File: config.mk
export PLATFORM = sky130hd
export DESIGN_NAME = alu_op_sequencer
export DESIGN_NICKNAME = d
export VERILOG_FILES = /design/src/rtl/alu_op_sequencer.sv
export SDC_FILE = /design/constraint.sdc
export NUM_CORES = 1
export LEC_CHECK = 0
export BUFFER_PORTS_ARGS = -buffer_cell sky130_fd_sc_hd__buf_4
export CORE_UTILIZATION = 47
export CTS_CLUSTER_SIZE = 12
export DETAILED_ROUTE_END_ITERATION = 16
export PLACE_DENSITY = 0.88
export SLEW_MARGIN = 20
export SYNTH_ARGS = -nofsm -noshare
export SYNTH_HDL_FRONTEND = slang
export SYNTH_SLANG_ARGS = --single-unit
File: constraint.sdc
create_clock -name CLK -period 3.15 [get_ports CLK]
set_input_delay 0.63 -clock CLK [delete_from_list [all_inputs] [get_ports CLK]]
set_output_delay 0.63 -clock CLK [all_outputs]
set_load 0.1 [all_outputs]
File: src/rtl/alu_op_sequencer.sv
// -----------------------------------------------------------------------------
// alu_op_sequencer
//
// Command-side initiator for the four signed 16-bit ALU execution units
// (arith, logic, compare, shift). A single operation request is accepted over
// a valid/ready handshake. The 4-bit opcode is decoded into a one-hot unit
// enable and a 2-bit sub-function. The operands are presented to the units,
// the selected unit's registered result/flag is captured one cycle later, and
// the result is returned on a valid/ready response port.
//
// Sequence per command (rsp_ready held high):
//   edge N   : command accepted, enable for the selected unit rises
//   edge N+1 : enable drops, unit registers its result
//   edge N+2 : result/flag captured, rsp_valid rises
//   edge N+3 : response taken, cmd_ready rises again
//
// Ports
//   CLK, rst                       clock (rising edge), async reset (active low)
//   cmd_valid/cmd_ready            request handshake
//   cmd_op[3:2]                    unit: 00 arith, 01 logic, 10 cmp, 11 shift
//   cmd_op[1:0]                    sub-function forwarded on ALU_FUN
//   cmd_a, cmd_b                   operands
//   A, B, ALU_FUN                  operands/sub-function to the units
//   Arith/Logic/CMP/Shift_Enable   one-hot unit enables, high in ISSUE only
//   *_OUT, *_Flag                  registered unit results and flags
//   rsp_valid/rsp_ready            response handshake
//   rsp_data                       captured result, zero-extended for non-arith
//   rsp_unit                       unit that produced rsp_data
//   rsp_err                        selected unit flag was low at capture
// -----------------------------------------------------------------------------
module alu_op_sequencer #(
    parameter int IN_DATA_WIDTH   = 16,
    parameter int ARITH_OUT_WIDTH = 32,
    parameter int LOGIC_OUT_WIDTH = 16,
    parameter int CMP_OUT_WIDTH   = 16,
    parameter int SHIFT_OUT_WIDTH = 16
) (
    input  logic                       CLK,
    input  logic                       rst,

    input  logic                       cmd_valid,
    output logic                       cmd_ready,
    input  logic [3:0]                 cmd_op,
    input  logic [IN_DATA_WIDTH-1:0]   cmd_a,
    input  logic [IN_DATA_WIDTH-1:0]   cmd_b,

    output logic [IN_DATA_WIDTH-1:0]   A,
    output logic [IN_DATA_WIDTH-1:0]   B,
    output logic [1:0]                 ALU_FUN,
    output logic                       Arith_Enable,
    output logic                       Logic_Enable,
    output logic                       CMP_Enable,
    output logic                       Shift_Enable,

    input  logic [ARITH_OUT_WIDTH-1:0] Arith_OUT,
    input  logic [LOGIC_OUT_WIDTH-1:0] Logic_OUT,
    input  logic [CMP_OUT_WIDTH-1:0]   CMP_OUT,
    input  logic [SHIFT_OUT_WIDTH-1:0] SHIFT_OUT,
    input  logic                       Arith_Flag,
    input  logic                       Logic_Flag,
    input  logic                       CMP_Flag,
    input  logic                       SHIFT_Flag,

    output logic                       rsp_valid,
    input  logic                       rsp_ready,
    output logic [ARITH_OUT_WIDTH-1:0] rsp_data,
    output logic [1:0]                 rsp_unit,
    output logic                       rsp_err
);

    typedef enum logic [1:0] {
        S_IDLE  = 2'd0,
        S_ISSUE = 2'd1,
        S_WAIT  = 2'd2,
        S_RESP  = 2'd3
    } state_t;

    localparam logic [1:0] UNIT_ARITH = 2'd0;
    localparam logic [1:0] UNIT_LOGIC = 2'd1;
    localparam logic [1:0] UNIT_CMP   = 2'd2;
    localparam logic [1:0] UNIT_SHIFT = 2'd3;

    state_t                     r_state;
    logic [IN_DATA_WIDTH-1:0]   r_a;
    logic [IN_DATA_WIDTH-1:0]   r_b;
    logic [1:0]                 r_fun;
    logic [1:0]                 r_unit;
    logic [3:0]                 r_en;        // bit index = unit code
    logic                       r_rsp_valid;
    logic [ARITH_OUT_WIDTH-1:0] r_rsp_data;
    logic [1:0]                 r_rsp_unit;
    logic                       r_rsp_err;

    logic [ARITH_OUT_WIDTH-1:0] w_sel_data;
    logic                       w_sel_flag;

    // Result/flag of the unit named by the latched command. Narrow unit
    // results are zero-extended into the response width.
    // NOTE: every output of a combinational block gets a default assignment
    // first, so no path through the case leaves it unassigned (no latch).
    always_comb begin
        w_sel_data = '0;
        w_sel_flag = 1'b0;
        case (r_unit)
            UNIT_ARITH: begin
                w_sel_data = Arith_OUT;
                w_sel_flag = Arith_Flag;
            end
            UNIT_LOGIC: begin
                w_sel_data = ARITH_OUT_WIDTH'(Logic_OUT);
                w_sel_flag = Logic_Flag;
            end
            UNIT_CMP: begin
                w_sel_data = ARITH_OUT_WIDTH'(CMP_OUT);
                w_sel_flag = CMP_Flag;
            end
            UNIT_SHIFT: begin
                w_sel_data = ARITH_OUT_WIDTH'(SHIFT_OUT);
                w_sel_flag = SHIFT_Flag;
            end
            default: begin
                w_sel_data = '0;
                w_sel_flag = 1'b0;
            end
        endcase
    end

    // NOTE: state and all registered outputs use non-blocking assignments so
    // every register samples pre-edge values regardless of statement order.
    always_ff @(posedge CLK or negedge rst) begin
        if (!rst) begin
            r_state     <= S_IDLE;
            r_a         <= '0;
            r_b         <= '0;
            r_fun       <= '0;
            r_unit      <= '0;
            r_en        <= '0;
            r_rsp_valid <= 1'b0;
            r_rsp_data  <= '0;
            r_rsp_unit  <= '0;
            r_rsp_err   <= 1'b0;
        end else begin
            // Enables are a single-cycle pulse: only the accept edge sets one.
            r_en <= '0;

            case (r_state)
                S_IDLE: begin
                    if (cmd_valid) begin
                        r_a     <= cmd_a;
                        r_b     <= cmd_b;
                        r_fun   <= cmd_op[1:0];
                        r_unit  <= cmd_op[3:2];
                        r_en    <= 4'b0001 << cmd_op[3:2];
                        r_state <= S_ISSUE;
                    end
                end

                S_ISSUE: begin
                    r_state <= S_WAIT;
                end

                // The unit registered its result at the end of ISSUE, so it
                // is visible on *_OUT/*_Flag throughout WAIT.
                S_WAIT: begin
                    r_rsp_data  <= w_sel_data;
                    r_rsp_unit  <= r_unit;
                    r_rsp_err   <= ~w_sel_flag;
                    r_rsp_valid <= 1'b1;
                    r_state     <= S_RESP;
                end

                S_RESP: begin
                    if (rsp_ready) begin
                        r_rsp_valid <= 1'b0;
                        r_state     <= S_IDLE;
                    end
                end

                default: begin
                    r_state <= S_IDLE;
                end
            endcase
        end
    end

    // cmd_ready is a pure decode of the state register; commands presented in
    // any other state are simply not sampled.
    assign cmd_ready    = (r_state == S_IDLE);

    assign A            = r_a;
    assign B            = r_b;
    assign ALU_FUN      = r_fun;
    assign Arith_Enable = r_en[UNIT_ARITH];
    assign Logic_Enable = r_en[UNIT_LOGIC];
    assign CMP_Enable   = r_en[UNIT_CMP];
    assign Shift_Enable = r_en[UNIT_SHIFT];

    assign rsp_valid    = r_rsp_valid;
    assign rsp_data     = r_rsp_data;
    assign rsp_unit     = r_rsp_unit;
    assign rsp_err      = r_rsp_err;

endmodule

Yosys cells after proc, flatten, opt, wreduce, memory -nomap -nowiden
Cells that the tools add are included.

storage, ports and cells
  latch bits = 0
  word-level logic and storage cells = 35
  RAM bits = 0
  output and inout port bits = 75
  input bits = 124
  memories kept = 0
  memory bits (read-only) = 0
  flip-flop bits (word level) = 78

cells by class
  bitwise logic cells = 1
  reduce and logical (&&, ||, !) cells = 6
  order comparisons = 0
  $add $sub $neg = 0
  multiply operators = 0
  eq/ne operators = 8
  div/mod/pow operators = 0
  muxes and demuxes = 9
  shift-type cells = 1

operators with widths
  kind                   number
  $pmux W32 S4           1
  $eq A2 B2 Y1 const B   4
  $mux W4                2
  $pmux W2 S4            1
  $reduce_and A2 Y1      3
  $eq A2 B1 Y1 const B   2
  $logic_not A2 Y1       2
  $mux W2                2
  $ne A2 B2 Y1 const B   2
  $pmux W1 S4            1
  $shl A1 B2 Y4 const A  1
  $pmux W1 S2            1
  $reduce_bool A2 Y1     1
  $mux W1                1
  $not A1 Y1             1

Logic depth before layout (Yosys ltp)
  word-level depth = 3
  mapped depth = 7
  gate-level depth less buffers = 5

Worst setup path before layout
OpenSTA, ideal clock, no wires.

  kind = register -> register
  from = register r_state[0]
  to = register r_b[10] (netlist: B[10])
  period minus slack after synthesis = 2.208 ns
  path buffers = 2
  stages on the path, launching flop included = 7
  slack = 0.942 ns
  library setup time = 0.126 ns
  data arrival time = 2.082 ns
  required time = 3.024 ns
  cells stage by stage = dfrtp_1 -> inv_1 -> ha_1 -> nand2_1 -> buf_2 -> buf_6 -> mux2_2

between the ends
  word-level cells in the longest chain between the ends = 2

RTL lines
  item                         RTL line  text
  start: declaration           83        state_t r_state;
  start signal: assignment     132       r_state <= S_IDLE;
  start signal: assignment     154       r_state <= S_ISSUE;
  start signal: assignment     159       r_state <= S_WAIT;
  $logic_not A2 Y1             --
  via cmd_ready                42        output logic cmd_ready,
  $reduce_and A2 Y1 (no line)  --
  end signal: assignment       150       r_b <= cmd_b;
  end: declaration             85        logic [IN_DATA_WIDTH-1:0] r_b;

The timed path passes the listed nets, and every way through them passes these cells.
A chain may end at the register's enable or synchronous reset.

Final worst setup path
  from = register r_state[0]
  to = register r_rsp_data[29] (netlist: rsp_data[29])

between the ends
  word-level cells in the longest chain between the ends = 1

RTL lines
  item                    RTL line  text
  $eq A2 B2 Y1            146       case (r_state)
  end signal: assignment  165       r_rsp_data <= w_sel_data;
  end: declaration        90        logic [ARITH_OUT_WIDTH-1:0] r_rsp_data;

No other way between the ends.

==> reports/qor.tcl <==
set qor(timing.critical_path.to_type) {flip-flop}
set qor(gp_congestion) 0.7543
set qor(grt_overflow_total) 0
set qor(fp.dieArea_um2) 7547
set qor(antenna_found_initial) 0
set qor(drt_first_iter_violations) 49
set qor(globalRouteTotalUtil_pct) 23.42
set qor(grt_pass1_vias) 2852
set qor(timing.critical_path.arrival_ns) 2.33
set qor(initial_standard_cell_utilization_of_the_core_pct) 49.29
set qor(numCtsBuffers) 9
set qor(clock-skew-final_ns) 0.01244
set qor(diodes) 0
set qor(synth-edff-count) 0
set qor(core_um2) 6869
set qor(cts_tree) {done}
set qor(postRouteAntennaNets) 0
set qor(cts-root-to-sink-buffers) 2
set qor(tns_setup_ns) 0
set qor(post-route-min-period_ns) 2.066
set qor(detail_route.first_pass.iterations) 4
set qor(synth_top_area_cell) {sky130_fd_sc_hd__dfrtp_1}
set qor(layout.nets) 564
set qor(yosysSeqAreaShare_pct) 57.65
set qor(async_sr_flop_fraction_pct) 100.0
set qor(final-setup-viol-count) 0
set qor(ys.flop_type) {sky130_fd_sc_hd__dfrtp_1}
set qor(outcome) {finished clean}
set qor(post_synth_inst_count) 241
set qor(avgSynthCellArea_um2) 14.05
set qor(min-delay-path-class) {in2async}
set qor(critical_path_required_ns) 3.41
set qor(crit_fanout) 35
set qor(placed_standard_cell_area_um2) 4883
set qor(fmaxAchievable_mhz) 484.1
set qor(area_contributors_post_synth) {sky130_fd_sc_hd__dfrtp_1, sky130_fd_sc_hd__mux2_2, sky130_fd_sc_hd__a221o_1}
set qor(areaGrowthSynthToFinish_pct) 50.07
set qor(cts.htree.levels) 3
set qor(grt_setup_unrepaired) {no}
set qor(ys_top_cells_by_count) {sky130_fd_sc_hd__dfrtp_1, sky130_fd_sc_hd__mux2_2, sky130_fd_sc_hd__nor2_1}
set qor(maxSlewHeadroom_pct) 37.10
set qor(synth_cell_types) 26
set qor(synthMostInstantiatedCell) {sky130_fd_sc_hd__dfrtp_1}
set qor(grt_pass1_wl_um) 13370
set qor(num_rows) 30
set qor(timing.hold.ws_ns) 0.4258
set qor(drt-vias-per-instance) 5.082
set qor(clock_tree.root_cell) {sky130_fd_sc_hd__clkbuf_8}
set qor(post-synth-top-area-fraction_pct) 57.65
set qor(die_w_um) 86.88
set qor(syn-cell-area_um2) 3386
set qor(dieHeight_um) 86.88
set qor(detailedPlacementHpwl_um) 6297
set qor(worst-slew-pin-transition_ns) 0.9436
set qor(critical_path_class) {reg2reg}
set qor(max-cap-violations) 0
set qor(ctsResizeCount) 0
set qor(timing.final.hold_violations) 0
set qor(routed_wire_length_per_instance_um) 16.23
set qor(yosys_warnings) 0
set qor(cts_post_setup_buffers_inserted) 0
set qor(pin_count) 199
set qor(drt-total-wl_um) 8733
set qor(numPortBuffers) 198
set qor(post-route-cell-area_um2) 5081
set qor(post_route_cells_drive_above_1_share_pct) 61.54
set qor(ff_latch_count_synth) 78
set qor(setup.worst_path.start_class) {flip-flop}
set qor(vias) 2734
set qor(numClockSinks) 78
set qor(cts.hold.buffers_added) 0
set qor(final.period_utilization_pct) 65.58
set qor(number_of_nets_in_the_synthesized_netlist) 368
set qor(drv_slew) 0
set qor(clock_latency_reported_for_the_late_side_of_the_worst_skew_pair_ns) 0.34
set qor(drt_drc_violations_left) 0
set qor(clkTransAtPathRegs_ns) 0.08
set qor(grt_start_max_net_pins) 79
[layout make-up]
type	instances	area (um^2)
Sequential cell	78	1953
Fill cell	492	1788
Timing Repair Buffer	199	1494
Multi-Input combinational cell	142	1290
Clock buffer	9	123.9
Tap cell	96	120.1
Clock inverter	7	73.82
Inverter	7	26.28
[layer usage]
| layer | routed length, um | global-route usage, % | vias up | part of all wire (%) |
|---|---|---|---|---|
| li1 | - | - | 1278 | - |
| met1 | 3273 | 26.43 | 1303 | 37 |
| met2 | 4469 | 40.44 | 132 | 51 |
| met3 | 774 | 8.057 | 21 | 8.9 |
| met4 | 215 | 9.848 | 0 | 2.5 |
| met5 | 0 | 0 | - | 0 |
[sequential cells by signal (all words and copies together) (netlist names)]
signal / cells
r_en: 4
ALU_FUN: 2
rsp_valid: 1
B: 16
rsp_unit: 2
r_state: 2
r_unit: 2
A: 16
rsp_data: 32
rsp_err: 1
[placed cells by master (no fill, tap or decap), types with 2 or more instances in the layout]
cell type,Yosys,routed
sky130_fd_sc_hd__mux2i_1,17,17
sky130_fd_sc_hd__a22o_1,16,16
sky130_fd_sc_hd__o21ai_0,2,2
sky130_fd_sc_hd__ha_1,3,3
sky130_fd_sc_hd__clkbuf_8,0,9
sky130_fd_sc_hd__clkinv_2,0,3
sky130_fd_sc_hd__a221o_1,17,17
sky130_fd_sc_hd__nor2_1,19,19
sky130_fd_sc_hd__clkinv_4,0,2
sky130_fd_sc_hd__inv_1,6,6
sky130_fd_sc_hd__buf_4,1,199
sky130_fd_sc_hd__nand2_1,4,4
sky130_fd_sc_hd__nor3_1,2,2
sky130_fd_sc_hd__nor2b_1,2,2
sky130_fd_sc_hd__mux2_2,52,52
sky130_fd_sc_hd__dfrtp_1,78,77
[cell families after synthesis]
kind of cell | count (synthesis) | synth area share (%)
fa+ha+maj | 3 | 1.109
flops | 78 | 57.65
compound gates | 39 | 10.31
mux | 69 | 22.32
simple gates | 31 | 4.361
buf+inv | 21 | 4.250
[stage by stage]
stage	cells	util [%]	setup slack, ns
2_1_floorplan	241	-	0.9417
3_3_place_gp	522	71.09	1.180
3_5_place_dp	522	71.09	1.112
4_1_cts	538	73.97	1.084
5_1_grt	538	73.97	0.9400
6_report	538	73.97	1.084
[worst paths after layout]
kind | startpoint | to | slack [ns] | depth (start not counted)
worst max-delay path | r_state[0] | rsp_data[29] | 1.08 | 5
worst min-delay path | rst | B[6] | 0.43 | 1
worst max register to register | r_state[0] | rsp_data[29] | 1.08 | 5
worst min register to register | ALU_FUN[0] | ALU_FUN[0] | 0.51 | 1
max in group asynchronous | rst | r_unit[0] | 2.07 | 1
min in group CLK | cmd_op[3] | r_en[1] | 0.46 | 2
[critical path, cell delays in order (launching register included)]
cell                      delay, ns
sky130_fd_sc_hd__dfrtp_1       0.41
sky130_fd_sc_hd__inv_1         0.09
sky130_fd_sc_hd__ha_1          0.31
sky130_fd_sc_hd__inv_2         0.33
sky130_fd_sc_hd__nor3_4        0.60
sky130_fd_sc_hd__a22o_1        0.25
Power is not shown: default switching activity piles up to over one toggle a cycle in this logic, so the estimate is an artifact.
